$ cat src/rtl/axis_uart_rx_fifo_if.sv
// AXI-Stream channel carrying received UART characters and their error flags.
// tuser is {break, parity_err, frame_err}.
interface axis_uart_rx_fifo_if #(
    parameter int DATA_BITS = 8
);
    logic [DATA_BITS-1:0] tdata;
    logic [2:0]           tuser;
    logic                 tvalid;
    logic                 tready;

    modport master (output tdata, output tuser, output tvalid, input tready);
    modport slave  (input tdata, input tuser, input tvalid, output tready);
endinterface

$ cat src/rtl/axis_uart_rx_fifo.sv
// 16x-oversampled UART receiver feeding an FWFT FIFO drained over AXI-Stream.
// Optional idle timeout pulse is built only when UART_RX_TIMEOUT_EN is defined.
module axis_uart_rx_fifo #(
    parameter int DATA_BITS    = 8,
    parameter int PARITY_MODE  = 0,
    parameter int STOP_BITS    = 1,
    parameter int OVERSAMPLE   = 16,
    parameter int DIV_WIDTH    = 16,
    parameter int FIFO_DEPTH   = 16,
    parameter int TIMEOUT_BITS = 32
) (
    input  logic                        aclk,
    input  logic                        aresetn,
    input  logic                        uart_rx,
    input  logic [DIV_WIDTH-1:0]        baud_div,
    axis_uart_rx_fifo_if.master         m_axis,
    output logic [$clog2(FIFO_DEPTH):0] fifo_count,
    output logic                        overrun,
    output logic                        rx_active,
    output logic                        rx_timeout
);
    localparam int AW = $clog2(FIFO_DEPTH);
    localparam int SW = $clog2(OVERSAMPLE);
    localparam int BW = $clog2(DATA_BITS);
    localparam int EW = DATA_BITS + 3;

    if (DATA_BITS < 5 || DATA_BITS > 9 || PARITY_MODE < 0 || PARITY_MODE > 2 ||
        (STOP_BITS != 1 && STOP_BITS != 2) || OVERSAMPLE < 8 || (OVERSAMPLE % 2) != 0 ||
        FIFO_DEPTH < 2 || (FIFO_DEPTH & (FIFO_DEPTH - 1)) != 0 || TIMEOUT_BITS < 1 ||
        DIV_WIDTH < 1) begin : g_bad_params
        $error("axis_uart_rx_fifo: illegal parameter combination");
    end

    typedef enum logic [2:0] {IDLE, START, DATA, PARITY, STOP, BRK_WAIT} state_e;

    state_e                 state_q, state_d;
    logic                   rx_s1_q, rx_s2_q, armed_q;
    logic [DIV_WIDTH-1:0]   div_q, div_d, tick_cnt_q, tick_cnt_d;
    logic [SW-1:0]          samp_q, samp_d;
    logic                   s_a_q, s_a_d, s_b_q, s_b_d;
    logic [BW-1:0]          bit_q, bit_d;
    logic                   stop_q, stop_d;
    logic [DATA_BITS-1:0]   shreg_q, shreg_d;
    logic                   par_q, par_d, ferr_q, ferr_d, stop_one_q, stop_one_d;
    logic [EW-1:0]          mem_q [FIFO_DEPTH];
    logic [AW-1:0]          wr_q, wr_d, rd_q, rd_d;
    logic [AW:0]            count_q, count_d;
    logic                   overrun_q, overrun_d;

    logic rx_line, start_det, tick, mid, bit_end, maj, last_stop;
    logic push, pop, full, wr_en, brk_now, ferr_now, perr;
    logic [EW-1:0] entry;

    assign rx_line   = rx_s2_q;
    // armed_q keeps a line held low through reset from being taken as a start bit
    assign start_det = (state_q == IDLE) && armed_q && !rx_line;
    assign tick      = (tick_cnt_q == div_q);
    assign mid       = tick && (samp_q == SW'(OVERSAMPLE / 2 + 1));
    assign bit_end   = tick && (samp_q == SW'(OVERSAMPLE - 1));
    assign maj       = (s_a_q & s_b_q) | (s_a_q & rx_line) | (s_b_q & rx_line);
    assign last_stop = (stop_q == 1'(STOP_BITS - 1));

    always_ff @(posedge aclk) begin : state_reg
        if (!aresetn) state_q <= IDLE;
        else          state_q <= state_d;
    end

    always_comb begin : next_state
        state_d = state_q;
        case (state_q)
            IDLE:     if (start_det) state_d = START;
            START:    if (mid && maj) state_d = IDLE;
                      else if (bit_end) state_d = DATA;
            DATA:     if (bit_end && bit_q == BW'(DATA_BITS - 1))
                          state_d = (PARITY_MODE != 0) ? PARITY : STOP;
            PARITY:   if (bit_end) state_d = STOP;
            STOP:     if (mid && last_stop) state_d = brk_now ? BRK_WAIT : IDLE;
            BRK_WAIT: if (tick && rx_line && samp_q == SW'(OVERSAMPLE - 1)) state_d = IDLE;
            default:  state_d = IDLE;
        endcase
    end

    always_comb begin : fsm_outputs
        rx_active = (state_q != IDLE);
        perr      = 1'b0;
        if (PARITY_MODE == 1)      perr = (par_q != ~^shreg_q);
        else if (PARITY_MODE == 2) perr = (par_q != ^shreg_q);
        ferr_now  = ferr_q | ~maj;
        brk_now   = (shreg_q == '0) && (PARITY_MODE == 0 || !par_q) && !stop_one_q && !maj;
        push      = (state_q == STOP) && mid && last_stop;
        entry     = {brk_now, perr, ferr_now, shreg_q};
    end

    always_comb begin : frame_datapath
        tick_cnt_d = tick ? '0 : tick_cnt_q + 1'b1;
        samp_d     = samp_q;
        if (tick) samp_d = (samp_q == SW'(OVERSAMPLE - 1)) ? '0 : samp_q + 1'b1;
        div_d      = div_q;
        s_a_d      = s_a_q;
        s_b_d      = s_b_q;
        bit_d      = bit_q;
        stop_d     = stop_q;
        shreg_d    = shreg_q;
        par_d      = par_q;
        ferr_d     = ferr_q;
        stop_one_d = stop_one_q;
        if (tick && samp_q == SW'(OVERSAMPLE / 2 - 1)) s_a_d = rx_line;
        if (tick && samp_q == SW'(OVERSAMPLE / 2))     s_b_d = rx_line;
        case (state_q)
            DATA: begin
                if (mid)     shreg_d = {maj, shreg_q[DATA_BITS-1:1]};
                if (bit_end) bit_d   = bit_q + 1'b1;
            end
            PARITY: if (mid) par_d = maj;
            STOP: begin
                if (mid) begin
                    ferr_d     = ferr_q | ~maj;
                    stop_one_d = stop_one_q | maj;
                end
                if (bit_end) stop_d = 1'b1;
            end
            // bit-time of high line is measured from scratch on every low sample
            BRK_WAIT: if (!rx_line) samp_d = '0;
            default: ;
        endcase
        if (push) samp_d = '0;
        if (start_det) begin
            tick_cnt_d = '0;
            samp_d     = '0;
            div_d      = baud_div;
            bit_d      = '0;
            stop_d     = 1'b0;
            par_d      = 1'b0;
            ferr_d     = 1'b0;
            stop_one_d = 1'b0;
        end
    end

    always_ff @(posedge aclk) begin : frame_regs
        if (!aresetn) begin
            rx_s1_q    <= 1'b1;
            rx_s2_q    <= 1'b1;
            armed_q    <= 1'b0;
            div_q      <= '0;
            tick_cnt_q <= '0;
            samp_q     <= '0;
            s_a_q      <= 1'b1;
            s_b_q      <= 1'b1;
            bit_q      <= '0;
            stop_q     <= 1'b0;
            shreg_q    <= '0;
            par_q      <= 1'b0;
            ferr_q     <= 1'b0;
            stop_one_q <= 1'b0;
        end else begin
            rx_s1_q    <= uart_rx;
            rx_s2_q    <= rx_s1_q;
            armed_q    <= armed_q | rx_s2_q;
            div_q      <= div_d;
            tick_cnt_q <= tick_cnt_d;
            samp_q     <= samp_d;
            s_a_q      <= s_a_d;
            s_b_q      <= s_b_d;
            bit_q      <= bit_d;
            stop_q     <= stop_d;
            shreg_q    <= shreg_d;
            par_q      <= par_d;
            ferr_q     <= ferr_d;
            stop_one_q <= stop_one_d;
        end
    end

    always_comb begin : fifo_ctrl
        pop       = m_axis.tvalid && m_axis.tready;
        full      = (count_q == (AW + 1)'(FIFO_DEPTH));
        wr_en     = push && (!full || pop);
        overrun_d = push && !wr_en;
        wr_d      = wr_en ? wr_q + 1'b1 : wr_q;
        rd_d      = pop ? rd_q + 1'b1 : rd_q;
        count_d   = count_q + (AW + 1)'(wr_en) - (AW + 1)'(pop);
    end

    always_ff @(posedge aclk) begin : fifo_regs
        if (!aresetn) begin
            wr_q      <= '0;
            rd_q      <= '0;
            count_q   <= '0;
            overrun_q <= 1'b0;
            for (int unsigned i = 0; i < FIFO_DEPTH; i++) mem_q[i] <= '0;
        end else begin
            if (wr_en) mem_q[wr_q] <= entry;
            wr_q      <= wr_d;
            rd_q      <= rd_d;
            count_q   <= count_d;
            overrun_q <= overrun_d;
        end
    end

    assign m_axis.tvalid = (count_q != '0);
    assign m_axis.tdata  = mem_q[rd_q][DATA_BITS-1:0];
    assign m_axis.tuser  = mem_q[rd_q][EW-1:DATA_BITS];
    assign fifo_count    = count_q;
    assign overrun       = overrun_q;

`ifdef UART_RX_TIMEOUT_EN
    localparam int TW = $clog2(TIMEOUT_BITS + 1);
    logic [SW-1:0] to_samp_q;
    logic [TW-1:0] to_bits_q;
    logic          to_done_q, to_pulse_q;

    always_ff @(posedge aclk) begin : timeout_regs
        if (!aresetn) begin
            to_samp_q  <= '0;
            to_bits_q  <= '0;
            to_done_q  <= 1'b0;
            to_pulse_q <= 1'b0;
        end else begin
            to_pulse_q <= 1'b0;
            if (start_det || pop) begin
                to_samp_q <= '0;
                to_bits_q <= '0;
            end else if (state_q == IDLE && m_axis.tvalid && !to_done_q && tick) begin
                if (to_samp_q == SW'(OVERSAMPLE - 1)) begin
                    to_samp_q <= '0;
                    if (to_bits_q == TW'(TIMEOUT_BITS - 1)) begin
                        to_bits_q  <= '0;
                        to_pulse_q <= 1'b1;
                        to_done_q  <= 1'b1;
                    end else begin
                        to_bits_q <= to_bits_q + 1'b1;
                    end
                end else begin
                    to_samp_q <= to_samp_q + 1'b1;
                end
            end
            if (wr_en || pop) to_done_q <= 1'b0;
        end
    end
    assign rx_timeout = to_pulse_q;
`else
    assign rx_timeout = 1'b0;
`endif
endmodule

$ cat src/flat_wrapper.sv
// flat-port wrapper written by rule: the top's interface ports become plain ports
module axis_uart_rx_fifo_flat 
#(
    parameter int DATA_BITS    = 8,
    parameter int PARITY_MODE  = 0,
    parameter int STOP_BITS    = 1,
    parameter int OVERSAMPLE   = 16,
    parameter int DIV_WIDTH    = 16,
    parameter int FIFO_DEPTH   = 16,
    parameter int TIMEOUT_BITS = 32
)
  (aclk, aresetn, uart_rx, baud_div, fifo_count, overrun, rx_active, rx_timeout, m_axis_tdata, m_axis_tuser, m_axis_tvalid, m_axis_tready);
  axis_uart_rx_fifo_if #(.DATA_BITS(DATA_BITS)) m_axis_i ();
  input  logic aclk;
  input  logic aresetn;
  input  logic uart_rx;
  input  logic [DIV_WIDTH-1:0] baud_div;
  output logic [$clog2(FIFO_DEPTH):0] fifo_count;
  output logic overrun;
  output logic rx_active;
  output logic rx_timeout;
  output wire logic [$bits(m_axis_i.tdata)-1:0] m_axis_tdata;
  output wire logic [$bits(m_axis_i.tuser)-1:0] m_axis_tuser;
  output wire logic [$bits(m_axis_i.tvalid)-1:0] m_axis_tvalid;
  input wire logic [$bits(m_axis_i.tready)-1:0] m_axis_tready;
  assign m_axis_tdata = m_axis_i.tdata;
  assign m_axis_tuser = m_axis_i.tuser;
  assign m_axis_tvalid = m_axis_i.tvalid;
  assign m_axis_i.tready = m_axis_tready;
  axis_uart_rx_fifo #(.DATA_BITS(DATA_BITS), .PARITY_MODE(PARITY_MODE), .STOP_BITS(STOP_BITS), .OVERSAMPLE(OVERSAMPLE), .DIV_WIDTH(DIV_WIDTH), .FIFO_DEPTH(FIFO_DEPTH), .TIMEOUT_BITS(TIMEOUT_BITS)) u_core (.aclk(aclk), .aresetn(aresetn), .uart_rx(uart_rx), .baud_div(baud_div), .m_axis(m_axis_i), .fifo_count(fifo_count), .overrun(overrun), .rx_active(rx_active), .rx_timeout(rx_timeout));
endmodule
$ cat config.mk
export PLATFORM = sky130hd
export DESIGN_NAME = axis_uart_rx_fifo_flat
export DESIGN_NICKNAME = d
export VERILOG_FILES = /design/src/rtl/axis_uart_rx_fifo_if.sv /design/src/rtl/axis_uart_rx_fifo.sv /design/src/flat_wrapper.sv
export SDC_FILE = /design/constraint.sdc
export NUM_CORES = 1
export LEC_CHECK = 0
export BUFFER_PORTS_ARGS = -buffer_cell sky130_fd_sc_hd__buf_2
export CAP_MARGIN = 25
export CORE_MARGIN = 3
export CORE_UTILIZATION = 45
export CTS_CLUSTER_SIZE = 8
export DETAILED_ROUTE_END_ITERATION = 8
export SLEW_MARGIN = 20
export SYNTH_ARGS = -nofsm -noshare
export SYNTH_HDL_FRONTEND = slang
export SYNTH_SLANG_ARGS = --single-unit
$ cat constraint.sdc
create_clock -name aclk -period 4.5 [get_ports aclk]
set_clock_uncertainty 0.2 [all_clocks]
set_input_delay 0.225 -clock aclk [delete_from_list [all_inputs] [get_ports aclk]]
set_output_delay 0.225 -clock aclk [all_outputs]
set_load 0.1 [all_outputs]
==> impl_metrics.env <==
export IMPL_status="finished clean"
export IMPL_drt_pass1_iter_count=6
export IMPL_routed_via_count=6957
export IMPL_syn_to_final_growth_pct=16.08
export IMPL_hold_violations=0
export IMPL_grt_start_max_net_pins=38
export IMPL_fillers=2059
export IMPL_finalCritPeriodShare_pct=77.59
export IMPL_postCtsSetupBuffers=0
export IMPL_die_y_um=160.9
export IMPL_clock_sinks=236
export IMPL_cellPowerDensity_nw_per_um2=533.8
export IMPL_clockBufferDepth=3
export IMPL_rows=56
export IMPL_die_x_um=160.9
export IMPL_seqCellArea_sq_um=6329
export IMPL_clk_latency_ns=0.50
export IMPL_synthArstFlopShare_pct=0
export IMPL_path_cells="buf_4 > mux4_2 > mux4_2 > buf_2"
export IMPL_htree_levels=2
export IMPL_drtIter0Drc=442
export IMPL_setup_violations_final=0
export IMPL_synth_edf_count=160
export IMPL_ys_seq_area_share_pct=58.59
export IMPL_drt_vias_per_instance=5.356
export IMPL_initial_utilization_pct=45.87
export IMPL_rsz0062_at_grt="no"
export IMPL_end_kind="primary output"
export IMPL_worstMarginPinSlew_ns=0.9509
export IMPL_grt_usage_pct=20.34
export IMPL_layout_nets=1002
export IMPL_ys_ff_latch=236
export IMPL_slew_headroom_pct=36.12
export IMPL_syn_area_sq_um=10800
export IMPL_portBuffers=37
export IMPL_antenna_found_initial=0
export IMPL_post_drt_wl_per_cell_um=19.73
export IMPL_yosys_warnings=0
export IMPL_cp_buffers_inverters=2
export IMPL_drtAntennaViolNets=0
export IMPL_grt_pass1_wl_um=40610
export IMPL_max_stage_delay_ns=0.70
export IMPL_clock_fmax_mhz=286.4
export IMPL_avgSynthCellArea_sq_um=12.02
export IMPL_slew_violations=0
export IMPL_hold_path_class="input port to register"
export IMPL_cts_tree="done"
export IMPL_drive_above_1_share_pct=17.04
export IMPL_clockRootBuffer="clkbuf_16"
export IMPL_coreArea_sq_um=23540
export IMPL_required_ns=4.07
export IMPL_place_gp_congestion=0.8609
export IMPL_cts_clk_slew_worst_paths_ns=0.05
export IMPL_detailed_place_hpwl_um=16820
export IMPL_drv_cap=0
export IMPL_synthFlopType="edfxtp_1"
export IMPL_critPathLaunchType="register"
export IMPL_top_level_ports=40
export IMPL_cp_slowest_cell="dfxtp_2"
export IMPL_overflow=0
export IMPL_cp_max_fo=16
export IMPL_diodes=0
export IMPL_p_leak_nw=4.287
export IMPL_mostFrequentLayoutCells="160 x edfxtp_1, 139 x nor2_1, 74 x dfxtp_1"
export IMPL_grt_pass1_vias=7126
export IMPL_worstSetupPathType="register to primary output"
export IMPL_drc=0
export IMPL_mostFrequentLayoutCell="edfxtp_1"
export IMPL_tns_ns=0
export IMPL_crit_family="multiplexers"
export IMPL_netlist_instances=898
export IMPL_multi_input_area_sq_um=4165
export IMPL_die_area_sq_um=25890
export IMPL_cts_made_buffers=35
export IMPL_fin_hold_ws_ns=0.06448
export IMPL_crit_top_cell="mux4_2"
export IMPL_period_needed_ns=3.492
export IMPL_drt_total_wl_um=25630
export IMPL_arrival_ns=3.07
export IMPL_ys_types=54
export IMPL_irDropWorstVdd_uv=646.9
==> final cells by class <==
type / count / area share [%]
timing repair buffer: 79 / 4.432
multi-input combinational: 590 / 33.23
clock inverter: 2 / 0.1996
inverter: 22 / 0.6588
tap: 319 / 3.184
sequential: 236 / 50.49
clock buffer: 51 / 7.806
==> path summary, 6_finish.rpt <==
| kind | from | to | slack (ns) | cells past startpoint |
|---|---|---|---|---|
| setup reg to reg | u_core.fifo_count[3]$_SDFF_PN0_ | u_core.fifo_count[4]$_SDFF_PN0_ | 1.24 | 12 |
| setup / recovery | register | m_axis_tdata[6] | 1.01 | 4 |
| hold reg to reg | u_core.rx_s1_q$_SDFF_PN1_ | u_core.rx_line$_SDFF_PN1_ | 0.21 | 1 |
| hold / removal | m_axis_tready | u_core.rd_q[0]$_SDFFE_PN0N_ | 0.06 | 4 |
==> flip-flops by register name, summed over array words and instances (netlist names), named ones only <==
name,cells
u_core.samp_q,4
u_core.state_q,3
u_core.fifo_count,5
u_core.tick_cnt_q,16
u_core.rd_q,4
u_core.overrun,1
u_core.rx_line,1
u_core.stop_one_q,1
u_core.div_q,16
u_core.wr_q,4
u_core.mem_q,160
u_core.s_b_q,1
u_core.stop_q,1
u_core.ferr_q,1
u_core.armed_q,1
u_core.bit_q,3
u_core.rx_s1_q,1
u_core.shreg_q,8
u_core.s_a_q,1
==> synthesized netlist by cell type, drive strengths merged (3+ instances only) <==
cell	n	share of area (%)
nand2b	13	0.75
and2	70	4.1
dfxtp	76	14
nand3	39	1.9
mux2i	6	0.56
nand2	68	2.4
nor2	139	4.8
mux4	50	10
xor2	28	2.3
nand4	8	0.46
clkbuf	35	1.2
or3	8	0.46
and3	4	0.23
o21ai	35	1.6
nor4	8	0.46
nor3	15	1.0
ha	17	2.0
edfxtp	160	44
inv	21	0.73
a21oi	40	1.9
nand4b	3	0.24
buf	16	0.89
xnor2	8	0.65
==> power breakdown <==
group	switching, W	internal (W)	leakage (nW)
logic	0.00113	0.000582	1.65
clock network	0.000899	0.00149	0.484
registers	0.000140	0.00245	2.15
==> routing by layer <==
layer / global-route usage (%) / wire length [um] / up-vias / share of wire, %
met5: 0 / 0 / - / 0
met3: 3.405 / 1101 / 45 / 4.3
met4: 6.101 / 626 / 0 / 2.4
li1: - / - / 3351 / -
met2: 32.77 / 12220 / 161 / 48
met1: 28.59 / 11680 / 3400 / 46
==> tightest hold or removal path: cells and delay by family <==
family	cells	cell delay (ns)
XOR/XNOR	1	0.10
buffers and inverters	1	0.09
AND/OR/NAND/NOR	2	0.30
==> cell families after synthesis <==
group | synth area share (%)
AND/OR/NAND/NOR | 17.80
other | 0.03473
XOR/XNOR | 2.920
multiplexers | 10.98
flip-flops | 58.59
buffers and inverters | 2.874
adder cells (fa/ha/maj) | 2.248
AO/OA/AOI/OAI | 4.554
==> stage by stage <==
step / util (%) / instances / setup slack, ns / cell area, sq um / power, W
floorplan: - / 899 / 0.3682 / 10800 / 0.003965
global placement: 48.17 / 1228 / 1.275 / 11340 / 0.004327
detailed placement: 48.26 / 1229 / 1.231 / 11360 / 0.004350
CTS: 53.24 / 1299 / 0.9336 / 12530 / 0.006761
global route: 53.24 / 1299 / 0.8453 / 12530 / 0.006984
finish: 53.24 / 1299 / 1.008 / 12530 / 0.006690
==> timing repair <==
item                      in CTS  in global routing
gates resized for setup        0                  0
hold endpoints to repair      17                  0
hold buffers                  17                  0
Note: power is estimated with default switching activity, not from simulation.
